File: src/rtl/pipe_pkg.sv
// Shared LSU types: access size, bridge FSM states and byte-lane helpers.
package pipe_pkg;

  typedef enum logic [1:0] {SZ_B = 2'd0, SZ_H = 2'd1, SZ_W = 2'd2, SZ_D = 2'd3} lsu_size_e;

  typedef enum logic [1:0] {ST_IDLE = 2'd0, ST_REQ = 2'd1, ST_WAIT = 2'd2, ST_RESP = 2'd3} lsu_state_e;

  // Byte enables for an access of `size` starting at lane `off` (8-lane form).
  function automatic logic [7:0] lsu_lane_mask(input lsu_size_e size, input logic [2:0] off);
    logic [7:0] m;
    case (size)
      SZ_B:    m = 8'h01;
      SZ_H:    m = 8'h03;
      SZ_W:    m = 8'h0F;
      default: m = 8'hFF;
    endcase
    return m << off;
  endfunction

  function automatic logic lsu_misaligned(input lsu_size_e size, input logic [2:0] a);
    case (size)
      SZ_B:    return 1'b0;
      SZ_H:    return a[0];
      SZ_W:    return |a[1:0];
      default: return |a[2:0];
    endcase
  endfunction

endpackage

File: src/rtl/lsu_align.sv
// Byte-lane steering: store data/strobe placement and load extract + extension.
module lsu_align
  import pipe_pkg::*;
#(
  parameter int XLEN = 64,
  parameter int NB   = XLEN / 8,
  parameter int OW   = $clog2(NB)
) (
  input  logic [1:0]      size,
  input  logic [OW-1:0]   off,
  input  logic            uns,
  input  logic [XLEN-1:0] wdata,
  input  logic [XLEN-1:0] rdata,
  output logic [XLEN-1:0] wdata_sh,
  output logic [NB-1:0]   wstrb,
  output logic [XLEN-1:0] ld_data
);

  logic [XLEN-1:0] rsh;

  assign wdata_sh = wdata << {off, 3'b000};
  assign wstrb    = NB'(lsu_lane_mask(lsu_size_e'(size), 3'(off)));
  assign rsh      = rdata >> {off, 3'b000};

  // Width casts of signed slices sign-extend, avoiding zero-width replications at XLEN=32.
  always_comb begin
    ld_data = rsh;
    case (lsu_size_e'(size))
      SZ_B: ld_data = uns ? XLEN'(rsh[7:0])  : XLEN'($signed(rsh[7:0]));
      SZ_H: ld_data = uns ? XLEN'(rsh[15:0]) : XLEN'($signed(rsh[15:0]));
      SZ_W: ld_data = uns ? XLEN'(rsh[31:0]) : XLEN'($signed(rsh[31:0]));
      default: ld_data = rsh;
    endcase
  end

endmodule

File: src/rtl/lsu_mem_bridge.sv
// Load/store unit bridging the memory stage to a valid/ready bus port,
// with alignment trapping, response timeout, flush handling and stall.
module lsu_mem_bridge
  import pipe_pkg::*;
#(
  parameter int XLEN      = 64,
  parameter int TIMEOUT   = 255,
  parameter int ALIGN_CHK = 1
) (
  input  logic              clk,
  input  logic              rstn,
  input  logic              req_valid,
  output logic              req_ready,
  input  logic              req_we,
  input  logic [XLEN-1:0]   req_addr,
  input  logic [XLEN-1:0]   req_wdata,
  input  logic [1:0]        req_size,
  input  logic              req_unsigned,
  input  logic [4:0]        req_rd,
  input  logic              flush,
  output logic              rsp_valid,
  output logic [XLEN-1:0]   rsp_rdata,
  output logic [4:0]        rsp_rd,
  output logic              rsp_err,
  output logic              stall,
  output logic              mem_req_valid,
  input  logic              mem_req_ready,
  output logic [XLEN-1:0]   mem_addr,
  output logic              mem_we,
  output logic [XLEN-1:0]   mem_wdata,
  output logic [XLEN/8-1:0] mem_wstrb,
  input  logic              mem_rsp_valid,
  input  logic [XLEN-1:0]   mem_rdata,
  input  logic              mem_rsp_err
);

  localparam int NB = XLEN / 8;
  localparam int OW = $clog2(NB);
  localparam int CW = $clog2(TIMEOUT + 2);
  localparam logic [CW-1:0] TO_LAST = CW'(TIMEOUT - 1);

  lsu_state_e      state;
  logic [OW-1:0]   off_q;
  logic [1:0]      size_q;
  logic            uns_q, we_q, drop;
  logic [CW-1:0]   cnt;
  logic [OW-1:0]   a_off;
  logic [1:0]      a_size;
  logic [XLEN-1:0] a_wdata, a_ld;
  logic [NB-1:0]   a_strb;
  logic            req_err, accept;

  // The aligner sees the live request in IDLE and the latched one afterwards.
  assign a_off  = (state == ST_IDLE) ? req_addr[OW-1:0] : off_q;
  assign a_size = (state == ST_IDLE) ? req_size : size_q;

  lsu_align #(.XLEN(XLEN)) u_align (
    .size(a_size), .off(a_off), .uns(uns_q), .wdata(req_wdata), .rdata(mem_rdata),
    .wdata_sh(a_wdata), .wstrb(a_strb), .ld_data(a_ld)
  );

  assign req_err = (XLEN == 32 && req_size == 2'd3) ||
                   (ALIGN_CHK != 0 && lsu_misaligned(lsu_size_e'(req_size), req_addr[2:0]));

  assign req_ready     = (state == ST_IDLE) && !flush;
  assign accept        = req_ready && req_valid;
  assign stall         = (state != ST_IDLE);
  assign mem_req_valid = (state == ST_REQ);
  assign rsp_valid     = (state == ST_RESP) && !drop && !flush;

  always_ff @(posedge clk or negedge rstn) begin
    if (!rstn) begin
      state     <= ST_IDLE;
      off_q     <= '0;
      size_q    <= '0;
      uns_q     <= 1'b0;
      we_q      <= 1'b0;
      drop      <= 1'b0;
      cnt       <= '0;
      rsp_rdata <= '0;
      rsp_rd    <= '0;
      rsp_err   <= 1'b0;
      mem_addr  <= '0;
      mem_we    <= 1'b0;
      mem_wdata <= '0;
      mem_wstrb <= '0;
    end else begin
      case (state)
        ST_IDLE: if (accept) begin
          off_q  <= req_addr[OW-1:0];
          size_q <= req_size;
          uns_q  <= req_unsigned;
          we_q   <= req_we;
          rsp_rd <= req_rd;
          drop   <= 1'b0;
          if (req_err) begin
            rsp_err   <= 1'b1;
            rsp_rdata <= '0;
            state     <= ST_RESP;
          end else begin
            mem_addr  <= {req_addr[XLEN-1:OW], OW'(0)};
            mem_we    <= req_we;
            mem_wdata <= a_wdata;
            mem_wstrb <= a_strb;
            state     <= ST_REQ;
          end
        end
        ST_REQ: if (mem_req_ready) begin
          cnt   <= '0;
          drop  <= flush;
          state <= ST_WAIT;
        end else if (flush) begin
          state <= ST_IDLE;
        end
        ST_WAIT: begin
          if (flush) drop <= 1'b1;
          cnt <= cnt + 1'b1;
          if (mem_rsp_valid) begin
            rsp_err   <= mem_rsp_err;
            rsp_rdata <= (we_q || mem_rsp_err) ? '0 : a_ld;
            state     <= ST_RESP;
          end else if (TIMEOUT != 0 && cnt == TO_LAST) begin
            rsp_err   <= 1'b1;
            rsp_rdata <= '0;
            state     <= ST_RESP;
          end
        end
        default: begin
          rsp_err   <= 1'b0;
          rsp_rdata <= '0;
          drop      <= 1'b0;
          state     <= ST_IDLE;
        end
      endcase
    end
  end

endmodule
File: config.mk
export PLATFORM = sky130hd
export DESIGN_NAME = lsu_mem_bridge
export DESIGN_NICKNAME = d
export VERILOG_FILES = /design/src/rtl/pipe_pkg.sv /design/src/rtl/lsu_align.sv /design/src/rtl/lsu_mem_bridge.sv
export SDC_FILE = /design/constraint.sdc
export NUM_CORES = 1
export LEC_CHECK = 0
export CAP_MARGIN = 25
export CORE_MARGIN = 4
export CORE_UTILIZATION = 46
export DETAILED_ROUTE_END_ITERATION = 10
export GPL_ROUTABILITY_DRIVEN = 0
export HOLD_SLACK_MARGIN = 0.12
export PLACE_DENSITY = 0.84
export SLEW_MARGIN = 20
export SYNTH_ARGS = -nofsm -noshare
export SYNTH_HDL_FRONTEND = slang
export SYNTH_SLANG_ARGS = --single-unit
File: constraint.sdc
create_clock -name clk -period 3.35 [get_ports clk]
set_clock_uncertainty 0.15 [all_clocks]
set_input_delay 1.005 -clock clk [delete_from_list [all_inputs] [get_ports clk]]
set_output_delay 1.005 -clock clk [all_outputs]
set_load 0.01 [all_outputs]
==> run_results.csv <==
group,metric,value,unit
run_status,outcome,"finished clean",
layout,drive_gt1_share,13.0,%
synthesis,synthDominantCellAreaShare,46.7,%
layout,final_core_util,70.6,%
global_route,track_usage,32.3,%
power_and_ir_drop,power.density,934,mW/mm²
clocking,clockRootBuffer,"clkbuf_16",
setup_path,path_max_fanout,7,
power_and_ir_drop,p_leak,7.98,nW
setup_path,critPathKind,"reg2out",
routing,drtIter0Drc,985,
setup_path,start_kind,"flop",
floorplan,rows,58,
setup_path,ff2ff_path_depth,11,
synthesis,synth_most_common_cell,"nand2_1",
clocking,cts_made_buffers,24,
clocking,cts_buffer_depth,3,
routing,avgViaCountPerCell,5.88,
global_route,grt_antenna_before_repair,10,
sta,period_share,97.9,%
run,maxCapViolCount,0,
synthesis,syn_area,0.0119,mm²
floorplan,ios,419,
synthesis,synthTopCellsByCount,"nand2_1 (365), dfrtp_1 (223), nor2_1 (83)",
clocking,cts_tree,"built",
clocking,htreeDepth,1,
synthesis,synth_largest_area_cell,"dfrtp_1",
sta,worst_slew_margin_rel,55.6,%
routing,vias,12300,
synthesis,synth_ff_type,"dfrtp_1",
synthesis,synth_edf_count,0,
sta,drv_slew,0,
layout,nets,1946,
sta,fin_crit,3280,ps
sta,worstMarginPinSlew,663,ps
clocking,clock_latency,520,ps
sta,setup_viol,0,
floorplan,die-width,169,µm
sta,hold_viol_final,0,
min_path,hold_path_class,"in2async",
floorplan,die_h,169,µm
routing,wire_per_inst,22.9,µm
clocking,clkTransAtPathRegs,70,ps
global_route,grt_pass1_wl,72700,µm
routing,firstDrtPassIters,5,
clocking,clock_sinks,223,
power_and_ir_drop,ir_worst_vdd,0.610,mV
synthesis,synth_seq_cells,223,
sta,max_freq,305,MHz
synthesis,avgSynthCellArea,9.30,µm²
global_route,grt_overflow,0,
layout,area_growth,50.1,%
floorplan,core_region_area,0.0254,mm²
synthesis,seq_area_frac_synth,46.7,%
synthesis,synthArstFlopShare,100,%
synthesis,netlist_instances,1284,
sta,setup_tns,0,ps
layout,fin_cells,2089,
setup_path,worstPathRequired,2190,ps
setup_path,cp.arrival,2130,ps
synthesis,synth_cell_types,60,
routing,wl,47800,µm
synthesis,yosysWarningCount,0,
setup_path,end_kind,"primary output",
global_route,grt_start_max_net_pins,89,
floorplan,die_area,0.0286,mm²
place,hpwl,35600,µm
sta,rsz0062_at_grt,"no",
floorplan,initial_core_util,47.0,%
synthesis,synth_area_leaders,"dfrtp_1 (47%), nand2_1 (11%), mux2i_1 (5.9%)",
routing,ant_nets,0,
global_route,grt_pass1_vias,12600,
clocking,cts_hold_buffers,0,
place,portBuffers,415,
place,dpl.cell_count,2035,
routing,drc_errors,0,
-- logic make-up after synthesis --
family	count (synthesis)	share of synthesized area, %
mux	136	15.1
other cells	1	0.0314
fa+ha+maj	7	0.733
xor+xnor	4	0.293
flops	223	46.7
compound gates	278	15.1
buf+inv	107	3.86
simple gates	528	18.2
-- metal layers --
layer,vias up,part of all wire (%),GRT usage (%)
met5,-,0,0
met4,0,7.4,20.5
met3,187,11,7.90
met2,784,49,54.5
met1,5901,33,36.9
li1,5419,-,-
-- worst max-delay path, cell delays in order (launching register included) --
cell and delay (ps):
dfrtp_1 420, inv_1 110, ha_4 210, buf_4 160, inv_1 110, clkdlybuf4s50_1 580
-- stage by stage --
step	setup slack, ps	power [W]	hold WS, ps	area [µm²]
finish	68.8	0.0167	274	17900
global route	10.7	0.0177	320	17900
CTS	67.3	0.0167	297	17900
detailed placement	-300	0.0140	311	17100
global placement	-212	0.0137	306	17100
floorplan	399	0.00938	298	12000
-- where the power goes --
| part | total, W | internal [W] | switching (W) |
|---|---|---|---|
| clock network | 0.00264 | 0.00149 | 0.00114 |
| logic | 0.00990 | 0.00473 | 0.00517 |
| registers | 0.00420 | 0.00360 | 0.000601 |
-- placed cells by master (no fill, tap or decap), types with 25 or more instances in the layout --
| master | instances |
|---|---|
| mux2i_1 | 68 |
| mux2_2 | 32 |
| buf_4 | 91 |
| clkdlybuf4s50_1 | 412 |
| dfrtp_1 | 223 |
| a21oi_1 | 68 |
| nor2_1 | 81 |
| nand2_1 | 365 |
| clkbuf_16 | 25 |
| mux4_2 | 31 |
| o21ai_0 | 52 |
-- final cells by class --
class	instances	area, µm²
fillers	1832	7470
multi-input cells	956	6010
flip-flops and latches	223	5580
repair buffers	519	5100
clock buffers	33	716
well taps	330	413
clock inverters	10	57.6
diodes	11	27.5
inverters	7	26.3
-- final timing paths --
path,slack [ps],from,to
worst max-delay path,70,state[1]$_DFFE_PN0P_,stall
max in group asynchronous,1970,rstn,mem_wdata[11]$_DFFE_PN0P_
worst max register to register,240,state[0]$_DFFE_PN0P_,rsp_rdata[44]$_DFFE_PN0P_
worst min register to register,320,mem_addr[28]$_DFFE_PN0P_,mem_addr[28]$_DFFE_PN0P_
min in group clk,320,mem_addr[28]$_DFFE_PN0P_,mem_addr[28]$_DFFE_PN0P_
worst min-delay path,270,rstn,drop$_DFFE_PN0P_
-- state kept, by name, summed over array words and instances (netlist names) --
signal	cells
drop	1
mem_we	1
rsp_rdata	64
state	2
mem_addr	61
we_q	1
size_q	2
rsp_err	1
mem_wstrb	8
off_q	3
mem_wdata	64
uns_q	1
cnt	9
rsp_rd	5
-- what timing repair did --
item / CTS / global route
setup buffers: 0 / 0
gates resized for setup: 4 / 0
setup endpoints to repair: 3 / 0
(Power assumes the default switching activity.)
